==> src/rtl/chmem_pkg.sv <==
// Shared state encoding and default sizing for the channel-memory sequencer.
package chmem_pkg;

  localparam int CHMEM_ADD_WIDTH  = 10;
  localparam int CHMEM_MEM_SIZE   = 1024;
  localparam int CHMEM_PASS_WIDTH = 8;

  typedef enum logic [2:0] {
    ST_IDLE  = 3'd0,
    ST_LOAD  = 3'd1,
    ST_READ  = 3'd2,
    ST_DRAIN = 3'd3,
    ST_DONE  = 3'd4
  } chmem_state_e;

endpackage

==> src/rtl/chmem_cnt.sv <==
// Up-counter with synchronous clear and a terminal-count compare against a run-time limit.
module chmem_cnt #(
  parameter int W = 11
) (
  input  logic         clk,
  input  logic         rst,
  input  logic         clr,
  input  logic         inc,
  input  logic [W-1:0] term,
  output logic         tc
);

  logic [W-1:0] count_r;

  // Count register; reset and clear take priority over increment.
  always_ff @(posedge clk) begin
    if (rst) begin
      count_r <= {W{1'b0}};
    end else if (clr) begin
      count_r <= {W{1'b0}};
    end else if (inc) begin
      count_r <= count_r + W'(1);
    end else begin
      count_r <= count_r;
    end
  end

  assign tc = (count_r == term);

endmodule

==> src/rtl/chmem_seq_ctrl.sv <==
// Loads a job into the channel memory, then replays it a configurable number of passes.
// Defining CHMEM_SEQ_CTRL_ERR_EN adds a sticky err status output.
module chmem_seq_ctrl
  import chmem_pkg::*;
#(
  parameter int ADD_WIDTH  = CHMEM_ADD_WIDTH,
  parameter int MEM_SIZE   = CHMEM_MEM_SIZE,
  parameter int PASS_WIDTH = CHMEM_PASS_WIDTH
) (
  input  logic                  clk,
  input  logic                  rst,
  input  logic                  start,
  input  logic [ADD_WIDTH:0]    cfg_len,
  input  logic [PASS_WIDTH-1:0] cfg_passes,
  input  logic                  in_valid,
  output logic                  in_ready,
  output logic                  wr_en,
  output logic                  wr_inc,
  output logic                  wr_clr,
  output logic                  rd_en,
  output logic                  rd_inc,
  output logic                  rd_clr,
  output logic                  out_valid,
  output logic                  out_last,
  output logic                  busy,
  output logic                  done
`ifdef CHMEM_SEQ_CTRL_ERR_EN
  ,
  output logic                  err
`endif
);

  localparam int CW = ADD_WIDTH + 1;
  localparam logic [CW-1:0] MEM_SIZE_C = CW'(MEM_SIZE);

  chmem_state_e          state_r;
  logic [CW-1:0]         len_r;
  logic [PASS_WIDTH-1:0] passes_r;
  logic                  out_valid_r;
  logic                  out_last_r;
  logic                  busy_r;
  logic                  done_r;

  logic [CW-1:0]         len_clamp_s;
  logic [PASS_WIDTH-1:0] passes_eff_s;
  logic                  accept_s;
  logic                  wr_tc_s;
  logic                  rd_tc_s;
  logic                  pass_tc_s;
  logic                  in_ready_s;
  logic                  wr_en_s;
  logic                  wr_inc_s;
  logic                  wr_clr_s;
  logic                  rd_en_s;
  logic                  rd_inc_s;
  logic                  rd_clr_s;

  assign len_clamp_s  = (cfg_len > MEM_SIZE_C) ? MEM_SIZE_C : cfg_len;
  assign passes_eff_s = (cfg_passes == {PASS_WIDTH{1'b0}}) ? PASS_WIDTH'(1) : cfg_passes;
  assign accept_s     = (state_r == ST_IDLE) & start;

  // Memory and handshake controls decoded from the registered state; reset forces both pointers clear.
  always_comb begin
    in_ready_s = 1'b0;
    wr_en_s    = 1'b0;
    wr_inc_s   = 1'b0;
    wr_clr_s   = 1'b0;
    rd_en_s    = 1'b0;
    rd_inc_s   = 1'b0;
    rd_clr_s   = 1'b0;
    if (rst) begin
      wr_clr_s = 1'b1;
      rd_clr_s = 1'b1;
    end else begin
      case (state_r)
        ST_IDLE: begin
          if (start) begin
            wr_clr_s = 1'b1;
            rd_clr_s = 1'b1;
          end else begin
            wr_clr_s = 1'b0;
            rd_clr_s = 1'b0;
          end
        end
        ST_LOAD: begin
          in_ready_s = 1'b1;
          wr_en_s    = in_valid;
          wr_inc_s   = in_valid;
        end
        ST_READ: begin
          rd_en_s  = 1'b1;
          rd_inc_s = 1'b1;
        end
        ST_DRAIN: begin
          rd_en_s  = 1'b1;
          rd_clr_s = 1'b1;
        end
        ST_DONE: begin
          in_ready_s = 1'b0;
        end
        default: begin
          in_ready_s = 1'b0;
        end
      endcase
    end
  end

  chmem_cnt #(.W(CW)) u_wr_cnt (
    .clk  (clk),
    .rst  (rst),
    .clr  (accept_s),
    .inc  (wr_en_s),
    .term (len_r - CW'(1)),
    .tc   (wr_tc_s)
  );

  // The read counter rewinds in DRAIN so each pass starts from address 0.
  chmem_cnt #(.W(CW)) u_rd_cnt (
    .clk  (clk),
    .rst  (rst),
    .clr  (accept_s | (state_r == ST_DRAIN)),
    .inc  (state_r == ST_READ),
    .term (len_r - CW'(1)),
    .tc   (rd_tc_s)
  );

  chmem_cnt #(.W(PASS_WIDTH)) u_pass_cnt (
    .clk  (clk),
    .rst  (rst),
    .clr  (accept_s),
    .inc  (state_r == ST_DRAIN),
    .term (passes_r - PASS_WIDTH'(1)),
    .tc   (pass_tc_s)
  );

  // Job sequencing with registered busy/done status.
  always_ff @(posedge clk) begin
    if (rst) begin
      state_r  <= ST_IDLE;
      len_r    <= {CW{1'b0}};
      passes_r <= {PASS_WIDTH{1'b0}};
      busy_r   <= 1'b0;
      done_r   <= 1'b0;
    end else begin
      case (state_r)
        ST_IDLE: begin
          if (start) begin
            len_r    <= len_clamp_s;
            passes_r <= passes_eff_s;
            busy_r   <= 1'b1;
            if (len_clamp_s == {CW{1'b0}}) begin
              state_r <= ST_DONE;
              done_r  <= 1'b1;
            end else begin
              state_r <= ST_LOAD;
              done_r  <= 1'b0;
            end
          end else begin
            state_r <= ST_IDLE;
            busy_r  <= 1'b0;
            done_r  <= 1'b0;
          end
        end
        ST_LOAD: begin
          busy_r <= 1'b1;
          done_r <= 1'b0;
          if (wr_en_s && wr_tc_s) begin
            state_r <= ST_READ;
          end else begin
            state_r <= ST_LOAD;
          end
        end
        ST_READ: begin
          busy_r <= 1'b1;
          done_r <= 1'b0;
          if (rd_tc_s) begin
            state_r <= ST_DRAIN;
          end else begin
            state_r <= ST_READ;
          end
        end
        ST_DRAIN: begin
          busy_r <= 1'b1;
          if (pass_tc_s) begin
            state_r <= ST_DONE;
            done_r  <= 1'b1;
          end else begin
            state_r <= ST_READ;
            done_r  <= 1'b0;
          end
        end
        ST_DONE: begin
          state_r <= ST_IDLE;
          busy_r  <= 1'b0;
          done_r  <= 1'b0;
        end
        default: begin
          state_r <= ST_IDLE;
          busy_r  <= 1'b0;
          done_r  <= 1'b0;
        end
      endcase
    end
  end

  // Memory data_out is registered, so valid/last trail the READ address by one cycle.
  always_ff @(posedge clk) begin
    if (rst) begin
      out_valid_r <= 1'b0;
      out_last_r  <= 1'b0;
    end else begin
      out_valid_r <= (state_r == ST_READ);
      out_last_r  <= (state_r == ST_READ) & rd_tc_s & pass_tc_s;
    end
  end

`ifdef CHMEM_SEQ_CTRL_ERR_EN
  logic err_r;

  // Sticky error: bad length at an accepted start, or start while a job runs.
  always_ff @(posedge clk) begin
    if (rst) begin
      err_r <= 1'b0;
    end else if (accept_s) begin
      err_r <= (cfg_len == {CW{1'b0}}) | (cfg_len > MEM_SIZE_C);
    end else if (start && busy_r) begin
      err_r <= 1'b1;
    end else begin
      err_r <= err_r;
    end
  end

  assign err = err_r;
`endif

  assign in_ready  = in_ready_s;
  assign wr_en     = wr_en_s;
  assign wr_inc    = wr_inc_s;
  assign wr_clr    = wr_clr_s;
  assign rd_en     = rd_en_s;
  assign rd_inc    = rd_inc_s;
  assign rd_clr    = rd_clr_s;
  assign out_valid = out_valid_r;
  assign out_last  = out_last_r;
  assign busy      = busy_r;
  assign done      = done_r;

endmodule

==> config.mk <==
export PLATFORM = sky130hd
export DESIGN_NAME = chmem_seq_ctrl
export DESIGN_NICKNAME = d
export VERILOG_FILES = /design/src/rtl/chmem_pkg.sv /design/src/rtl/chmem_cnt.sv /design/src/rtl/chmem_seq_ctrl.sv
export SDC_FILE = /design/constraint.sdc
export NUM_CORES = 1
export LEC_CHECK = 0
export BUFFER_PORTS_ARGS = -buffer_cell sky130_fd_sc_hd__buf_2
export CORE_ASPECT_RATIO = 1.4
export CORE_MARGIN = 1.5
export CORE_UTILIZATION = 60
export DETAILED_ROUTE_END_ITERATION = 10
export HOLD_SLACK_MARGIN = 0.03
export MAX_ROUTING_LAYER = met4
export PLACE_DENSITY = 0.83
export SLEW_MARGIN = 20
export SYNTH_ARGS = -nofsm -noshare
export SYNTH_HDL_FRONTEND = slang
export SYNTH_HIERARCHICAL = 1
export SYNTH_SLANG_ARGS = --single-unit
==> constraint.sdc <==
create_clock -name clk -period 4.1 [get_ports clk]
set_clock_uncertainty 0.15 [all_clocks]
set_input_delay 0.82 -clock clk [delete_from_list [all_inputs] [get_ports clk]]
set_output_delay 0.82 -clock clk [all_outputs]
set_load 0.005 [all_outputs]
After elaboration in Yosys (flattened, before gate mapping)
Cells that the tools add are included.
- divide/modulo/power cells: 0
- eq/ne operators: 6
- muxes and demuxes: 26
- $mul: 0
- reduce and logical (&&, ||, !) cells: 9
- bitwise operators: 4
- $lt $le $gt $ge: 1
- shifts and indexed selects: 0
- add/sub/neg operators: 5
- operators by type and width (kind ; count):
    11-bit by 1-bit adder with 11-bit output, second input constant ; 2
    11-bit == test ; 2
    1-bit two-way mux ; 16
    3-bit case mux with 4 select lines ; 1
    11-bit greater-than comparator, second input constant ; 1
    11-bit zero test ; 1
    11-bit two-way mux ; 1
    11-bit by 1-bit subtractor with 11-bit output, second input constant ; 1
    3-bit two-way mux ; 3
    8-bit by 1-bit adder with 8-bit output, second input constant ; 1
    8-bit == test ; 1
    8-bit zero test ; 1
    8-bit two-way mux ; 1
    8-bit by 1-bit subtractor with 8-bit output, second input constant ; 1
    3-bit by 2-bit == test with 1-bit output, second input constant ; 2
    1-bit case mux with 2 select lines ; 3
    2-bit OR reduction ; 3
    1-bit bitwise AND ; 3
    3-bit by 1-bit == test with 1-bit output, second input constant ; 1
    3-bit zero test ; 1
    3-bit OR reduction ; 1
    2-bit two-way mux ; 1
    2-bit AND reduction ; 1
    1-bit logical AND ; 1
    1-bit bitwise OR ; 1
- input bits: 23
- ROM bits: 0
- register bits after elaboration: 56
- latch bits: 0
- logic and storage cells: 61
- memories kept: 0
- bits in writable memories: 0

Logic depth before layout (Yosys ltp)
- depth after elaboration: 6
- mapped depth: 11
- mapped depth without buffers: 11

Cells and area by module
The synthesis kept the hierarchy.
- modules (own cells, without submodules) (module ; area each (um2) ; seq. area each (um2) ; times used ; cells an instance):
    chmem_seq_ctrl ; 1382.6 ; 520.5 ; 1 ; 172
    chmem_cnt (u_rd_cnt ...) ; 606.8 ; 220.2 ; 2 ; 69
    chmem_cnt (u_pass_cnt) ; 432.9 ; 160.2 ; 1 ; 50

Worst setup path before layout
OpenSTA, ideal clock, no wires.
- path type: reg2reg
- start: register len_r[0]
- end: register state_r[0]
- data required time: 3.817 ns
- stages on the path, launching flop included: 12
- period minus slack after synthesis: 2.550 ns
- library setup time: 0.133 ns
- arrival: 2.268 ns
- slack: 1.550 ns
- path through: dfxtp_1 inv_1 ha_1 nor3b_1 nor4b_4 xor2_1 xnor2_1 nand4_1 nor3_1 nand2_1 a2bb2oi_1 o32ai_2
- longest elaborated chain between the ends: 5
- elaborated cells on any way between the ends: 7
- ends and longest elaborated chain (what ; line ; source):
    start, declared ; chmem_seq_ctrl.sv:37 ; logic [CW-1:0] len_r;
    start signal, assigned ; chmem_seq_ctrl.sv:140 ; len_r <= {CW{1'b0}};
    start signal, assigned ; chmem_seq_ctrl.sv:148 ; len_r <= len_clamp_s;
    11-bit by 1-bit subtractor with 11-bit output ; chmem_seq_ctrl.sv:113 ; .term (len_r - CW'(1)),
    11-bit == test ; chmem_cnt.sv:28 ; assign tc = (count_r == term);
    named net wr_tc_s ; chmem_seq_ctrl.sv:47 ; logic wr_tc_s;
    1-bit logical AND ; chmem_seq_ctrl.sv:167 ; if (wr_en_s && wr_tc_s) begin
    2-bit two-way mux ; chmem_seq_ctrl.sv:167 ;
    3-bit case mux with 4 select lines ; chmem_seq_ctrl.sv:145 ; case (state_r)
    end signal, assigned ; chmem_seq_ctrl.sv:152 ; state_r <= ST_DONE;
    end signal, assigned ; chmem_seq_ctrl.sv:168 ; state_r <= ST_READ;
    end signal, assigned ; chmem_seq_ctrl.sv:170 ; state_r <= ST_LOAD;
    end, declared ; chmem_seq_ctrl.sv:36 ; chmem_state_e state_r;
The timed path passes the listed nets, and every way through them passes these cells.
A chain may end at the register's enable or synchronous reset.

Final worst setup path
Same ends and word-level chain as after synthesis.

==> qor.csv <==
stage,metric,value,unit
grt,gr ovfl total,0,
setup_path,crit path launch,len_r[0]$_SDFFE_PP0P_,
grt,Total GRT Usage,0.2651,
sta,Tcrit/Tclk final,0.7378,
sta,Hold Fails Final Rpt,0,
power_and_ir_drop,Leakage,0.001199,uW
yosys,Synth cell types,40,
clock_tree,"Reg clk slew, reported paths",0.09,ns
final_layout,fin cells,452,
placed_design,buffers added on ports,33,
clock_tree,Max Buffers Root-to-Sink,2,
status,status,"finished, final reports clean",
clock_tree,CTS Buf Count,5,
setup_path,reg2reg setup slack,1.07,ns
sta,unrepaired setup endpoints after global routing,no,
sta,Final Max Slew Viols,0,
run,number of max-cap violations,0,
detailed_routing,DRT iter0 DRCs,144,
setup_path,Crit path required time,4.13,ns
clock_tree,Resized cells post-CTS,0,
floorplanning,die height,87.07,um
clock_tree,CTS root buffer,clkbuf_8,
floorplanning,die area,5490,sq um
power_and_ir_drop,Comb pwr share,0.182,
setup_path,crit path cell chain,"inv_1, ha_1, nor3b_1, nor4b_4, xor2_1, xnor2_1, nand4_1, nor3_1, nand2_1, a2bb2oi_1, o32ai_2",
floorplanning,initial core utilization,0.6256,
clock_tree,worst-skew pair later-pin latency,0.31,ns
floorplanning,Std-Cell Rows,30,
grt,largest net degree at the start of global routing,33,
clock_tree,htree depth,2,
floorplanning,Core Area,4842,sq um
final_layout,Final #Nets,415,
yosys,netlist area before placement,3029,sq um
yosys,"flops & latches, synth",56,
yosys,Yosys Warn Count,6,
detailed_routing,Via Count,2589,
power_and_ir_drop,Seq pwr share,0.505,
yosys,Syn Nets,388,
detailed_routing,Routed Antenna Nets,0,
detailed_routing,wire per inst,14.30,um
power_and_ir_drop,power consumption,1132,uW
setup_path,startpoint types,flop,
placed_design,dpl cells,444,
sta,min Tclk post-route,3.025,ns
power_and_ir_drop,Clock power frac,0.314,
detailed_routing,Remaining DRCs,0,
clock_tree,CTS tree,yes,
final_layout,# diodes,0,
power_and_ir_drop,NetSw,299.3,uW
detailed_routing,Via-to-Cell Ratio,5.728,
worst_hold_path,hold_sp,len_r[10]$_SDFFE_PP0P_,
setup_path,critical path class,flop to flop,
yosys,Post-Syn Instances,360,
setup_path,crit path DAT,3.05,ns
clock_tree,Post-CTS Setup Inserts,0,
detailed_routing,Post-Route WL,6464,um
floorplanning,IO Pins,34,
clock_tree,# hold bufs at CTS,0,
final_layout,fin util,0.6827,
placed_design,Placement Cell Area,3198,sq um
power_and_ir_drop,PD cells,342.4,nW/um^2
final_layout,Synth-to-Final Area Change,9.128,%
sta,endpoints failing setup,0,
sta,Slew HR,0.5471,
setup_path,crit path max fanout,4,
final_layout,share of cells above drive strength 1,0.1366,
power_and_ir_drop,sw frac,0.2645,
grt,antenna violations before repair,0,
power_and_ir_drop,Internal,832.5,uW
setup_path,Worst Setup End Kind,flop,
placed_design,Routability Congestion,0.8191,
floorplanning,DIE WIDTH,63.05,um
clock_tree,CTS Sinks,56,
yosys,"Seq/Total Area, Yosys",0.3701,
sta,Slew @ Worst Pin,0.6768,ns
setup_path,critical path's slowest cell,nor3b_1,
power_and_ir_drop,peak supply drop,0.0002059,V
setup_path,RR Startpoint,len_r[0]$_SDFFE_PP0P_,
final_layout,final instance area,3306,sq um
detailed_routing,Pre-antenna DRT Iters,4,
setup_path,worst stage delay on the critical path,0.45,ns
grt,vias in the first global route,2537,
sta,Setup TNS,0,ns
grt,global-route wire length before repair,11340,um
placed_design,post-DP HPWL,4939,um
sta,FMAX,0.3306,GHz
worst_hold_path,worst min path class,flop to flop,
yosys,mean post-synth cell area,8.414,sq um
## cells in the final DEF (no fill, tap or decap), types with 3 or more instances in the layout
cell      instances
and2_1            4
dfxtp_1          56
nand3b_1         10
xor2_1           14
o21ai_0           8
nand4_1          12
buf_2            33
nand2_1          45
and3_1            3
inv_1            14
nor4_1            7
mux2i_1           5
nand3_1           7
or4_1             5
a21oi_1          32
ha_1              5
xnor2_1          41
nand4_2           3
nor2_1           30
o31ai_1           6
clkbuf_8          5
nor3_1            6
or2_2             4
or3_1            11
## Yosys cell counts (all sizes together)
library cell  instances  area [sq um]
xor2                 14         122.6
nor2                 30         112.6
nor4                  7         43.79
o32ai                 1         16.27
a32o                  2         20.02
nor2b                 1         6.260
o41ai                 2         17.52
nand2b                2         12.51
nor4b                 1         23.77
buf                   4         41.29
mux2i                 5         50.05
and2                  4         25.02
clkinv                1         5.000
o21ai                 8         40.04
a32oi                 1         8.760
nand2                45         168.9
or4                   7         60.06
nor3b                 1         7.510
inv                  14         52.55
clkbuf                9         35.03
dfxtp                56          1121
a2bb2oi               1         8.760
a21oi                32         160.2
ha                    5         62.56
and3                  3         18.77
or4b                  1         13.76
or2                   5         31.28
o31ai                 6         45.04
o311ai                2         17.52
nand3                 7         35.03
or3                  11         68.82
xnor2                41         359.1
nand4                15         112.6
nand3b               10         75.07
nor3                  6         30.03
## kinds of logic after synthesis
family,after synthesis,synth area share
xor+xnor,55,0.1590
simple gates,156,0.2792
mux,5,0.01652
fa+ha+maj,5,0.02065
flops,56,0.3701
compound gates,55,0.1103
buf+inv,28,0.04419
## area by class of cell
type                       instances  area (sq um)
tap                               64         80.08
inverter                          15         57.56
clock buffer                       6         72.57
timing repair buffer              33         165.2
clock inverter                     2         35.03
fill                             400          1536
sequential                        56          1121
multi-input combinational        276          1774
## through the flow
step | worst slack [ns] | hold slack, ns
5_1_grt | 0.7388 | 0.3572
4_1_cts | 1.064 | 0.3286
2_1_floorplan | 1.550 | 0.2981
3_3_place_gp | 1.275 | 0.3166
3_5_place_dp | 1.134 | 0.3151
6_report | 1.075 | 0.3258
## worst paths after layout
check                           cells past startpoint                endpoint
worst min register to register                      2  len_r[10]$_SDFFE_PP0P_
worst min-delay path                                2  len_r[10]$_SDFFE_PP0P_
worst max-delay path                               11   state_r[0]$_SDFF_PP0_
worst max register to register                     11   state_r[0]$_SDFF_PP0_
## flip-flops by register name (all words and copies together), names as in the netlist
name and count:
u_wr_cnt/count_r 11, len_r 11, u_pass_cnt/count_r 8, out_last 1, out_valid 1, u_rd_cnt/count_r 11, state_r 3, passes_r 8
done 1, busy 1
## per-layer routing
layer  track usage  vias to the layer above  share of wire
li1              -                     1314              -
met1        0.2751                     1215           0.39
met2        0.5019                       49           0.57
met3       0.04528                       11          0.028
met4       0.08889                        0          0.018
met5             -                        -              0
## power by group through the flow
stage / Combinational [uW] / Clock [uW] / Sequential, uW
3_5_place_dp: 204 / 0 / 584
5_1_grt: 228 / 390 / 573
2_1_floorplan: 166 / 0 / 580
4_1_cts: 206 / 363 / 571
3_3_place_gp: 197 / 0 / 583
6_report: 206 / 355 / 571
## critical path, delay by kind of cell (launching register included)
family	cells	cell delay, ns
flops	1	0.34
buf+inv	1	0.12
compound gates	2	0.31
xor+xnor	2	0.44
fa+ha+maj	1	0.20
simple gates	5	1.34
Note: power is estimated with default switching activity, not from simulation.
